**src/rtl/csr_bank_pkg.sv**
```systemverilog
// csr_bank_pkg: shared address-map helpers and byte-mask expansion for the CSR bank
package csr_bank_pkg;
  localparam int DEF_DATA_W = 32;
  localparam int NUM_BYTES = DEF_DATA_W / 8;
  function automatic int irq_status_addr(input int n_rw, input int n_ro);
    return n_rw + n_ro;
  endfunction
  function automatic int irq_mask_addr(input int n_rw, input int n_ro);
    return irq_status_addr(n_rw, n_ro) + 1;
  endfunction
  function automatic int cmd_addr(input int n_rw, input int n_ro);
    return irq_status_addr(n_rw, n_ro) + 2;
  endfunction
  function automatic logic [7:0] byte_fill(input logic en);
    return {8{en}};
  endfunction
endpackage

```
**src/rtl/csr_irq_ctrl.sv**
```systemverilog
// csr_irq_ctrl: sticky write-1-to-clear pending bits, mask register and registered irq
module csr_irq_ctrl #(
  parameter int N_IRQ = 4
) (
  input  logic             clk,
  input  logic             reset,
  input  logic [N_IRQ-1:0] irq_evt_i,
  input  logic [N_IRQ-1:0] w1c_i,
  input  logic             mask_we_i,
  input  logic [N_IRQ-1:0] mask_i,
  output logic [N_IRQ-1:0] pending_o,
  output logic [N_IRQ-1:0] mask_o,
  output logic             irq_o
);
  logic [N_IRQ-1:0] pending_q, pending_d, mask_q, mask_d;
  logic             irq_q, irq_d;
  // new events are OR-ed in after the clear so a same-cycle set wins
  always_comb begin
    pending_d = (pending_q & ~w1c_i) | irq_evt_i;
    mask_d    = mask_we_i ? mask_i : mask_q;
    irq_d     = |(pending_q & mask_q);
  end
  always_ff @(posedge clk or posedge reset) begin
    if (reset) begin
      pending_q <= '0;
      mask_q    <= '0;
      irq_q     <= 1'b0;
    end else begin
      pending_q <= pending_d;
      mask_q    <= mask_d;
      irq_q     <= irq_d;
    end
  end
  assign pending_o = pending_q;
  assign mask_o    = mask_q;
  assign irq_o     = irq_q;
endmodule

```
**src/rtl/avalon_csr_bank.sv**
```systemverilog
// avalon_csr_bank: Avalon-MM slave with RW config, shadowed RO status, W1C irq block
// and a self-clearing command strobe register; reads return one cycle after the strobe.
module avalon_csr_bank
  import csr_bank_pkg::*;
#(
  parameter int DATA_W = DEF_DATA_W,
  parameter int ADDR_W = 4,
  parameter int N_RW   = 6,
  parameter int N_RO   = 4,
  parameter int N_IRQ  = 4
) (
  input  logic                   clk,
  input  logic                   reset,
  input  logic                   chipselect,
  input  logic [ADDR_W-1:0]      address,
  input  logic                   write,
  input  logic [DATA_W-1:0]      writedata,
  input  logic [DATA_W/8-1:0]    byteenable,
  input  logic                   read,
  output logic [DATA_W-1:0]      readdata,
  output logic                   readdatavalid,
  output logic [N_RW*DATA_W-1:0] cfg_out,
  input  logic [N_RO*DATA_W-1:0] sts_in,
  input  logic [N_IRQ-1:0]       irq_evt,
  output logic [DATA_W-1:0]      cmd_pulse,
  output logic                   irq
);
  localparam int NB = DATA_W / 8;
  localparam logic [ADDR_W-1:0] A_STS = ADDR_W'(irq_status_addr(N_RW, N_RO));
  localparam logic [ADDR_W-1:0] A_MSK = ADDR_W'(irq_mask_addr(N_RW, N_RO));
  localparam logic [ADDR_W-1:0] A_CMD = ADDR_W'(cmd_addr(N_RW, N_RO));
  if (DATA_W % 8 != 0 || N_IRQ > DATA_W || N_RW + N_RO + 3 > 2**ADDR_W) begin : g_bad_params
    $error("avalon_csr_bank: illegal parameter combination");
  end
  logic                   wr, rd;
  logic [DATA_W-1:0]      wmask, wd_m, rd_mux;
  logic [DATA_W-1:0]      cfg_q [N_RW];
  logic [DATA_W-1:0]      cfg_d [N_RW];
  logic [N_RO*DATA_W-1:0] sts_q;
  logic [DATA_W-1:0]      rdata_q, rdata_d, cmd_q, cmd_d;
  logic                   rvalid_q;
  logic [N_IRQ-1:0]       pending, mask, w1c, mask_wd;
  logic                   mask_we;
  // a write in the same cycle as a read suppresses the read entirely
  assign wr = chipselect & write;
  assign rd = chipselect & read & ~write;
  for (genvar b = 0; b < NB; b++) begin : g_be
    assign wmask[b*8 +: 8] = byte_fill(byteenable[b]);
  end
  assign wd_m = writedata & wmask;
  always_comb begin
    for (int k = 0; k < N_RW; k++)
      cfg_d[k] = (wr && address == ADDR_W'(k)) ? (cfg_q[k] & ~wmask) | wd_m : cfg_q[k];
  end
  always_comb begin
    rd_mux = '0;
    for (int k = 0; k < N_RW; k++)
      if (address == ADDR_W'(k)) rd_mux = cfg_q[k];
    for (int k = 0; k < N_RO; k++)
      if (address == ADDR_W'(N_RW + k)) rd_mux = sts_q[k*DATA_W +: DATA_W];
    if (address == A_STS) rd_mux = DATA_W'(pending);
    if (address == A_MSK) rd_mux = DATA_W'(mask);
  end
  always_comb begin
    rdata_d = rd ? rd_mux : rdata_q;
    cmd_d   = (wr && address == A_CMD) ? wd_m : '0;
    w1c     = (wr && address == A_STS) ? wd_m[N_IRQ-1:0] : '0;
    mask_we = wr && address == A_MSK;
    mask_wd = (mask & ~wmask[N_IRQ-1:0]) | wd_m[N_IRQ-1:0];
  end
  always_ff @(posedge clk or posedge reset) begin
    if (reset) begin
      for (int k = 0; k < N_RW; k++) cfg_q[k] <= '0;
      sts_q    <= '0;
      rdata_q  <= '0;
      rvalid_q <= 1'b0;
      cmd_q    <= '0;
    end else begin
      for (int k = 0; k < N_RW; k++) cfg_q[k] <= cfg_d[k];
      sts_q    <= sts_in;
      rdata_q  <= rdata_d;
      rvalid_q <= rd;
      cmd_q    <= cmd_d;
    end
  end
  csr_irq_ctrl #(.N_IRQ(N_IRQ)) u_irq (
    .clk       (clk),
    .reset     (reset),
    .irq_evt_i (irq_evt),
    .w1c_i     (w1c),
    .mask_we_i (mask_we),
    .mask_i    (mask_wd),
    .pending_o (pending),
    .mask_o    (mask),
    .irq_o     (irq)
  );
  for (genvar k = 0; k < N_RW; k++) begin : g_cfg
    assign cfg_out[k*DATA_W +: DATA_W] = cfg_q[k];
  end
  assign readdata      = rdata_q;
  assign readdatavalid = rvalid_q;
  assign cmd_pulse     = cmd_q;
endmodule

```
**config.mk**
```make
export PLATFORM = sky130hd
export DESIGN_NAME = avalon_csr_bank
export DESIGN_NICKNAME = d
export VERILOG_FILES = /design/src/rtl/csr_bank_pkg.sv /design/src/rtl/csr_irq_ctrl.sv /design/src/rtl/avalon_csr_bank.sv
export SDC_FILE = /design/constraint.sdc
export NUM_CORES = 1
export LEC_CHECK = 0
export ABC_CLOCK_PERIOD_IN_PS = 14400
export BUFFER_PORTS_ARGS = -buffer_cell sky130_fd_sc_hd__buf_2
export CAP_MARGIN = 5
export CORE_ASPECT_RATIO = 1.4
export CORE_UTILIZATION = 34
export DETAILED_ROUTE_END_ITERATION = 7
export GPL_ROUTABILITY_DRIVEN = 0
export GPL_TIMING_DRIVEN = 0
export SLEW_MARGIN = 40
export SYNTH_ARGS = -nofsm -noshare
export SYNTH_HDL_FRONTEND = slang
export SYNTH_HIERARCHICAL = 1
export SYNTH_SLANG_ARGS = --single-unit
```
**constraint.sdc**
```tcl
create_clock -name clk -period 14.4 [get_ports clk]
set_input_delay 1.44 -clock clk [delete_from_list [all_inputs] [get_ports clk]]
set_output_delay 1.44 -clock clk [all_outputs]
set_load 0.02 [all_outputs]
```
==> metrics <==
setup tns final 0 ns; Max-cap violations 0; Congestion Overflow GR 0; CTS Buffer Depth 3; Slew HR 40.6%; dpl cells 2,267; Worst Path Class, Setup in -> reg; via count 12,700; fin util 44.3%; Critical Path RT 14.88 ns; largest cells by area after synthesis dfrtp_1, mux2_2, mux4_2; worst vdd ir 0.0000996 V; Worst-path clk slew 0.06 ns; Critical Path, Cell by Cell buf_2 > buf_6 > nor2_1 > and4_1 > clkbuf_1 > and3_1; Final Hold Fails 0; drt via density 5.40; Hold Crit Depth 2; Finished Layout Cells 2,351; placed cell areas 19,100 sq um; list of most frequent post-synthesis cells dfrtp_1, mux2_2, nand2_1; Worst path slowest cell clkbuf_1; core footprint 46,300 sq um; # DRC 0; fmax 281 MHz; PostCTS Resize Cnt 0; # clock sinks 394; cts bufs inserted 41; Max Slew Vio Count 0; status complete, no violations; number of nets with antenna violations after routing 0; Detailed Route Iter0 Violations 837; Pleak 10.4 nW; min-delay src readdata[24]$_DFFE_PP0P_; CTS Root Cell clkbuf_16; synth warn 6; crit path launch type primary input; Die Footprint 48,100 sq um; cell depth of the worst flop-to-flop path 5; # rows 93; # fillers 4,448; Port Buffers 429; GRT Util Overall 28.0%; Cells after Synth 1,216; Post-synth EDFFs 0; largest net degree at the start of global routing 79; Crit Path Max Fanout 10; hold-fix buffers at CTS 0; sequential area share after synthesis 61.4%; pwr dens 140 nW/um^2; min Tclk post-route 3.56 ns; Yosys top cell by area dfrtp_1; Yosys reg bits 394; Die Span Y 259 microns; top-count cell post-synth dfrtp_1; WL/cell 28.8 microns; Yosys cell types 58; initial antenna violation count 16; vias in the first global route 12,900; H-tree depth reported by CTS 2; CP startpoint address[1]; HP Class reg -> reg; arrival time worst endpoint 4.04 ns; Final Setup Violations 0; endpoint type of the worst setup path flop; DR pass1 iterations 5; Setup Buffers After CTS 0; Fin Clk Skew 0.0156 ns; first-pass GRT wire length 93,800 microns; clk_lat worst skew 0.55 ns; Layout area overhead 27.7%; post-synth design cell area 16,100 sq um; Final #Nets 1,870; WL final 67,700 microns; total chip power 0.00287 W; Synth Area per Inst 13.2 sq um; Initial Util 34.7%; Worst Tran Pin Value 0.891 ns; RSZ-0062 raised after global routing no; dpl hpwl 49,000 microns; crit share post-route 24.7%; I/O pin count 435; proportion of layout cells with a drive suffix above 1 45.3%; Yosys top cell area share 61.4%; async set-reset flop share out of synthesis 100%; CTS tree yes; Largest stage delay, worst path 0.72 ns; Main synth FF type dfrtp_1; Synth Net Count 1,393; design area 20,500 sq um; die width 186 microns
worst max-delay path, delay by kind of cell:
kind                   cells  cell delay (ns)
buffers and inverters      3             1.05
AND/OR/NAND/NOR            3             1.52
cell families after synthesis:
| logic type | share of synthesized area [%] |
|---|---|
| DFF | 61.4 |
| muxes | 19.3 |
| AOI/OAI and AO/OA | 9.92 |
| and+or+nand+nor | 6.69 |
| buffers and inverters | 2.70 |
cell type report:
class                   instances  area [sq um]  share of cell area, %
clock inverters                14           105                  0.512
diodes                          9          22.5                  0.110
clock buffers                  61          1230                   6.01
flip-flops and latches        394          9860                   48.1
plain buffers                  76           362                   1.76
repair buffers                434          2280                   11.1
multi-input cells             723          5780                   28.2
inverters                      23          93.8                  0.458
well taps                     617           772                   3.76
where the power goes:
group,switching [W],internal (W)
logic,0.000327,0.000186
registers,0.0000792,0.00121
clock network,0.000455,0.000613
worst paths after layout:
path	endpoint	slack (ns)
min in group asynchronous	cmd_pulse[1]$_DFF_PP0_	0.87
max in group asynchronous	asynchronous set/reset pin	12.13
min	readdata[24]$_DFFE_PP0P_	0.47
min reg2reg	readdata[24]$_DFFE_PP0P_	0.47
max reg2reg	readdata[5]$_DFFE_PP0P_	12.73
max	cmd_pulse[22]$_DFF_PP0_	10.84
per-stage QoR:
stage	setup slack, ns	hold WS (ns)
after global placement	-1.91	0.459
final	10.84	0.474
after CTS	10.97	0.475
after detailed placement	10.39	0.461
after floorplan	2.26	0.472
after global routing	10.88	0.511
cell usage in the layout, fill, tap and decap left out, types with 12 or more instances in the layout:
cell and count:
dfrtp_1 394, nor2_1 57, nand2_1 64, and3_1 38, o21ai_0 58, mux2_2 195, a21oi_1 55, inv_1 21
mux2i_1 36, mux4_2 18, mux2_1 12, o22ai_1 25, a221oi_1 12, clkbuf_1 31, buf_2 471, o221ai_1 13
clkbuf_16 43
metal layers:
| layer | share of wire (%) | track usage, % |
|---|---|---|
| met5 | 0.15 | 0 |
| met1 | 38 | 32.9 |
| met3 | 7.5 | 7.15 |
| met4 | 5.1 | 14.2 |
| met2 | 49 | 47.0 |
Power figures use the tool's default switching activity.
